### src/rtl/keep_one_in_n_pkg.sv
// Shared constants for the QPSK 4:1 packer/unpacker pair: lane order and expand modes.
package keep_one_in_n_pkg;
    localparam int LANES = 4;
    // Byte position of each lane inside the packed word, in emit order.
    localparam int LANE_LSB [0:LANES-1] = '{16, 24, 0, 8};

    localparam logic EXPAND_BYTE   = 1'b0;
    localparam logic EXPAND_NIBBLE = 1'b1;

    typedef enum logic {EMPTY = 1'b0, DRAIN = 1'b1} unzip_state_t;
endpackage

### src/rtl/unzip_lane_expand.sv
// Expands one packed symbol byte into a 32-bit IQ sample (I [31:16], Q [15:0]).
module unzip_lane_expand
    import keep_one_in_n_pkg::*;
(
    input  logic [7:0]  sym,
    input  logic        mode,
    output logic [31:0] sample
);
    always_comb begin
        sample = '0;
        case (mode)
            EXPAND_BYTE:   sample[31:24] = sym;
            EXPAND_NIBBLE: begin
                sample[31:28] = sym[7:4];
                sample[15:12] = sym[3:0];
            end
        endcase
    end
endmodule

### src/rtl/keep_one_in_n_unzip.sv
// 1:4 unpacker: one packed 32-bit word in, four expanded IQ samples out, AXI-Stream both sides.
module keep_one_in_n_unzip
    import keep_one_in_n_pkg::*;
#(
    parameter int WIDTH       = 32,
    parameter int EXPAND_MODE = 0
) (
    input  logic             clk,
    input  logic             reset,
    input  logic [WIDTH-1:0] i_tdata,
    input  logic             i_tlast,
    input  logic             i_tvalid,
    output logic             i_tready,
    output logic [WIDTH-1:0] o_tdata,
    output logic             o_tlast,
    output logic             o_tvalid,
    input  logic             o_tready
);
    localparam logic MODE = (EXPAND_MODE != 0) ? EXPAND_NIBBLE : EXPAND_BYTE;

    unzip_state_t     state, state_n;
    logic [1:0]       lane, lane_n;
    logic [WIDTH-1:0] hold_data;
    logic             hold_last;
    logic             load;
    logic             full;
    logic             last_lane;

    logic [LANES-1:0][WIDTH-1:0] lane_sample;

    assign full      = (state == DRAIN);
    assign last_lane = (lane == 2'd3);

    for (genvar g = 0; g < LANES; g++) begin : g_lane
        unzip_lane_expand u_expand (
            .sym    (hold_data[LANE_LSB[g] +: 8]),
            .mode   (MODE),
            .sample (lane_sample[g])
        );
    end

    // Outputs depend on registers only; i_tready also looks at o_tready so the
    // next word loads on the same edge the final lane leaves.
    assign o_tvalid = full;
    assign o_tdata  = full ? lane_sample[lane] : '0;
    assign o_tlast  = full & hold_last & last_lane;

    always_comb begin
        state_n  = state;
        lane_n   = lane;
        load     = 1'b0;
        i_tready = ~full | (last_lane & o_tready);
        case (state)
            EMPTY: begin
                if (i_tvalid) begin
                    load    = 1'b1;
                    lane_n  = 2'd0;
                    state_n = DRAIN;
                end
            end
            DRAIN: begin
                if (o_tready) begin
                    if (!last_lane) begin
                        lane_n = lane + 2'd1;
                    end else if (i_tvalid) begin
                        load   = 1'b1;
                        lane_n = 2'd0;
                    end else begin
                        state_n = EMPTY;
                    end
                end
            end
        endcase
    end

    always_ff @(posedge clk) begin
        if (!reset) begin
            state     <= EMPTY;
            lane      <= 2'd0;
            hold_data <= '0;
            hold_last <= 1'b0;
        end else begin
            state <= state_n;
            lane  <= lane_n;
            if (load) begin
                hold_data <= i_tdata;
                hold_last <= i_tlast;
            end
        end
    end
endmodule
### config.mk
export PLATFORM = sky130hd
export DESIGN_NAME = keep_one_in_n_unzip
export DESIGN_NICKNAME = d
export VERILOG_FILES = /design/src/rtl/keep_one_in_n_pkg.sv /design/src/rtl/unzip_lane_expand.sv /design/src/rtl/keep_one_in_n_unzip.sv
export SDC_FILE = /design/constraint.sdc
export NUM_CORES = 1
export LEC_CHECK = 0
export ABC_AREA = 1
export BUFFER_PORTS_ARGS = -buffer_cell sky130_fd_sc_hd__clkbuf_2
export CORE_AREA = 2 2 95 97
export DETAILED_ROUTE_END_ITERATION = 8
export DIE_AREA = 0 0 97 99
export PLACE_DENSITY = 0.78
export SETUP_SLACK_MARGIN = 0.05
export SLEW_MARGIN = 25
export SYNTH_ARGS = -nofsm -noshare
export SYNTH_HDL_FRONTEND = slang
export SYNTH_HIERARCHICAL = 1
export SYNTH_SLANG_ARGS = --single-unit
### constraint.sdc
create_clock -name clk -period 3.5 [get_ports clk]
set_clock_uncertainty 0.1 [all_clocks]
set_input_delay 0.525 -clock clk [delete_from_list [all_inputs] [get_ports clk]]
set_output_delay 0.525 -clock clk [all_outputs]
set_load 0.02 [all_outputs]
[After elaboration in Yosys (flattened, before gate mapping)]
Index checks and enable logic that the tools add are counted.
Word-level totals
  bits in registers: 36
Cells by class
  add/subtract/negate cells: 1
  magnitude comparators: 1
  eq/ne operators: 2
  multiplexer cells: 14
  bitwise gates (word level): 5
Operators by type and width (number)
  $bmux 32 s2: 1
  $mux 32: 2
  $mux 2: 3
  $mux 1: 5
  $pmux 1 s2: 2
  $pmux 2 s2: 1
  $and 1x1->1: 3
  $lt 2x3->1 const B: 1
  $add 2x1->2 const B: 1
  $eq 2x2->1 const B: 1
  $ne 2x2->1 const B: 1
  $not 1->1: 1
  $or 1x1->1: 1

[Depth between registers and ports, before layout]
  depth after elaboration: 4
  mapped depth: 8

[Modules after synthesis]
Netlist, hierarchy kept.
Modules (own cells, without submodules)
  keep_one_in_n_unzip: times used 1, cells an instance 595, area an instance 3160.5 sq um, sequential area each 720.7 sq um
  unzip_lane_expand: times used 4, cells an instance 42, area an instance 255.2 sq um, sequential area each 0.0 sq um

[Worst setup path before layout]
OpenSTA, ideal clock, no wires.
  path kind: register to output
  start: reg state, in the netlist o_tvalid
  end: out o_tdata[0]
  data arrival time: 1239 ps
  required time: 2875 ps
  slack: 1636 ps
  stages on the path, launching flop included: 5
  cell sequence: dfxtp_1 buf_6 inv_1 buf_1 a21oi_1
Between the ends
  word-level cells in the longest chain between the ends: 1
Ends and longest elaborated chain
  from (decl): RTL line keep_one_in_n_unzip.sv:21  | unzip_state_t state, state_n;
  from (signal assigned): RTL line keep_one_in_n_unzip.sv:83  | state <= state_n;
  $mux 32: RTL line keep_one_in_n_unzip.sv:45  | assign o_tdata = full ? lane_sample[lane] : '0;
  to (decl): RTL line keep_one_in_n_unzip.sv:14  | output logic [WIDTH-1:0] o_tdata,
No other way between the ends.

[Final worst setup path]
  start: reg lane[0]
  end: out o_tdata[6]
Between the ends
  word-level cells in the longest chain between the ends: 3
Ends and longest elaborated chain
  from (decl): RTL line keep_one_in_n_unzip.sv:22  | logic [1:0] lane, lane_n;
  from (signal assigned): RTL line keep_one_in_n_unzip.sv:84  | lane <= lane_n;
  $bmux 32 s2: RTL line keep_one_in_n_unzip.sv:45
  $mux 32 (implied by the code): RTL line keep_one_in_n_unzip.sv:45
  $mux 32: RTL line keep_one_in_n_unzip.sv:45
No other way between the ends. The select of a mux whose other input is x is not followed.

==> Implementation_results.wiki <==
{| class="wikitable"
! Metric !! Value
|-
| Setup TNS || 0 ns
|-
| Clock tree from TritonCTS || built
|-
| Source of the worst hold timing path || hold_data[14]$_SDFFE_PN0P_
|-
| FMAX || 351 MHz
|-
| Fill cells || between 900 and 1000
|-
| Number of H-tree branching levels || 2
|-
| Max Cap Violations || 0
|-
| Period utilisation layout || 81.3%
|-
| RSZ-0062 raised after global routing || no
|-
| Total wire length || a little under 8000 µm
|-
| Transition time at the pin with the least slew margin || 0.789 ns
|-
| Antenna diode count || 0
|-
| First-pass GRT wire length || 14600 µm
|-
| Critical path's top delay family || buffers and inverters
|-
| Number of cell instances on the worst register-to-register path || 8
|-
| Synthesized area per cell || 5.48 µm²
|-
| Worst-path cell with the longest stage delay || dfxtp_2
|-
| Count of hold buffers inserted by post-cts repair || 0
|-
| Net count, final || 821
|-
| Setup CP Type || reg2out
|-
| Vias after detailed routing || around 3700
|-
| Post-synthesis instance area || 4180 µm²
|-
| Routed length per placed instance || between 8 and 9 µm
|-
| TritonCTS Sinks || 36
|-
| Remaining max-slew budget at the tightest pin || 47.3%
|-
| Std-Cell Rows || 34
|-
| Pwr Total || approximately 1200 µW
|-
| Final Core Density || 47.4%
|-
| Number of post-CTS setup repair buffers || 0
|-
| Boundary pin count || between 70 and 80
|-
| Count of distinct cell types in the synthesized netlist || 21
|-
| RR Startpoint || lane[0]$_SDFFE_PN0P_
|-
| Final cell count without fillers || a little under 900
|-
| Type of the tightest min-delay check || reg2reg
|-
| Source-to-sink clock delay at the later pin of the worst-skew pair || 0.29 ns
|-
| CP arrival || 2.22 ns
|-
| Reg2reg end || hold_data[22]$_SDFFE_PN0P_
|-
| Synthesis-to-finish area growth || -3.05%
|-
| Root Buffer Master || clkbuf_8
|-
| Crit path setup slack, layout || 0.654 ns
|-
| Cells traversed along the worst timing path || inv_2 > buf_4 > o21ai_0 > a21oi_1 > clkbuf_2
|-
| Minimum clock period after layout || approximately 2.8 ns
|-
| Outcome || finished clean
|-
| Via density per instance || 4.14
|-
| Logic depth of the worst path, buffers included || 5
|-
| Effective utilization at floorplan || 48.9%
|-
| Routability congestion estimate from global placement || 0.834
|-
| Post-cts repair resize count || 0
|-
| Flop2flop setup slack || 0.96 ns
|-
| Cell depth of the worst hold path || 4
|-
| Sequential-to-total area share from yosys stat || 17.2%
|-
| Die Ht || 99 µm
|-
| Leakage Power || 0.00263 µW
|-
| Placed cell count || 883
|-
| Max-slew violation count || 0
|-
| Largest incremental delay on the critical path || 0.64 ns
|-
| Required time of the critical path || approximately 2.9 ns
|-
| Placement Setup Slack || 0.921 ns
|-
| Gate Count Post-Synth || 763
|-
| Initial antenna violation count || 0
|-
| Maximum vdd ir drop || 0.164 mV
|-
| Type of origin of the critical path || flip-flop
|-
| Worst Hold End || hold_data[14]$_SDFFE_PN0P_
|-
| DRC marker count from the first detailed-route iteration || 126
|-
| Number of port buffers || just over 70
|-
| DRC violations left || 0
|-
| 1st-pass router iterations || 4
|-
| Highest fanout seen on the critical path || 51
|-
| Total clock buffers created by CTS || 5
|-
| Maximum number of pins on one net before global-route repair || 52
|-
| Final setup vio count || 0
|-
| Worst-case clock buffer depth || 2
|-
| CP endpoint kind || output pin
|-
| Number of buffer and inverter instances along the worst setup path || 3
|-
| Width of the die || 97 µm
|-
| Vias in the first global route || around 3500
|-
| GRT Resource Usage Total || between 10% and 20%
|-
| Area of the die || between 9000 and 10000 µm²
|-
| Share of post-route cells with drive strength above 1 || 12.3%
|-
| Antenna violation net count after detailed routing || 0
|-
| Floorplan core area || 8550 µm²
|-
| Detailed placement HPWL || approximately 5600 µm
|-
| Pwr dens || 300 nW/µm²
|-
| CTS clock-pin slew for the worst setup and hold paths || 0.07 ns
|-
| Count of warnings emitted by yosys || 6
|-
| Flop and latch count out of synthesis || 36
|-
| Overflow after GRT || 0
|-
| Count of endpoints failing hold in the final timing report || 0
|}
==> per-layer routing <==
metal | GRT usage, % | wire length (µm) | vias up
met3 | 1.70 | 288 | 15
met5 | 0 | 0 | -
li1 | - | - | 2105
met1 | 22.0 | 3880 | 1486
met2 | 31.4 | 3540 | 86
met4 | 7.26 | 170 | 0
==> worst max-delay path by stage <==
stage | startpoint | end | slack (ns)
after CTS | lane[0]$_SDFFE_PN0P_ | o_tdata[6] | 0.60
after global routing | lane[0]$_SDFFE_PN0P_ | o_tdata[0] | 0.43
final | lane[0]$_SDFFE_PN0P_ | o_tdata[6] | 0.65
after floorplan | o_tvalid$_SDFF_PN0_ | o_tdata[0] | 1.64
after detailed placement | lane[0]$_SDFFE_PN0P_ | o_tdata[6] | 0.92
after global placement | lane[0]$_SDFFE_PN0P_ | hold_data[22]$_SDFFE_PN0P_ | 0.99
==> power by group <==
group	leakage (µW)	internal (µW)	switching (µW)
Combinational	0.00228	145	287
Clock	0.0000510	157	150
Sequential	0.000298	446	32.1
Total	0.00263	748	469
==> metrics by stage <==
| step | hold slack, ns | cell area, µm² |
|---|---|---|
| 2_1_floorplan | 0.387 | 4480 |
| 3_3_place_gp | 0.400 | 3960 |
| 3_5_place_dp | 0.397 | 3960 |
| 4_1_cts | 0.411 | 4050 |
| 5_1_grt | 0.443 | 4050 |
| 6_report | 0.413 | 4050 |
==> placed cells by master (no fill, tap or decap), drive strengths merged <==
master  Yosys  routed
a21oi      34      34
buf       140       5
clkbuf      3      77
clkinv      0       2
conb        5      84
dfxtp      36      36
ha          2       2
inv       138     138
nand2     217     217
nand3       2       2
nand3b      1       1
nand4      33      33
nor2      115     115
nor3        1       1
o21ai      36      36
==> tightest hold or removal path: stages, from the launching register on <==
cell and delay (ns):
dfxtp_1 0.31, inv_1 0.05, nand2_1 0.04, inv_1 0.04, nor2_1 0.03
==> state kept, by name (all words and copies together) (netlist names) <==
name	count
hold_last	1
o_tvalid	1
lane	2
hold_data	32
==> cell usage after synthesis <==
cell type | instances | area, µm²
a21oi_1 | 34 | 170
buf_1 | 5 | 18.8
buf_2 | 20 | 100
buf_4 | 101 | 758
buf_6 | 14 | 158
clkbuf_1 | 3 | 11.3
conb_1 | 5 | 18.8
dfxtp_1 | 36 | 721
ha_1 | 2 | 25.0
inv_1 | 132 | 495
inv_2 | 6 | 22.5
nand2_1 | 215 | 807
nand2_4 | 2 | 22.5
nand3_1 | 1 | 5.00
nand3_4 | 1 | 17.5
nand3b_1 | 1 | 7.51
nand4_1 | 33 | 206
nor2_1 | 115 | 432
nor3_1 | 1 | 5.00
o21ai_0 | 19 | 95.1
o21ai_1 | 17 | 85.1
==> kinds of logic (layout without fill, tap and decap cells) <==
family                     after synthesis  after routing  share of synthesized area, %
buffers and inverters                  281            222                          37.4
AOI/OAI and AO/OA                       70             70                          8.38
other                                    5             84                         0.449
and+or+nand+nor                        369            369                          35.9
DFF                                     36             36                          17.2
adders and majority gates                2              2                         0.598
==> final cells by class <==
class / instances / area [µm²] / area share (%)
inverter: 138 / 518 / 12.8
tap: 108 / 135 / 3.33
sequential: 36 / 722 / 17.8
clock buffer: 6 / 82.6 / 2.04
multi-input combinational: 525 / 2190 / 54.1
timing repair buffer: 76 / 393 / 9.69
clock inverter: 2 / 10.0 / 0.247
Power figures use the tool's default switching activity.
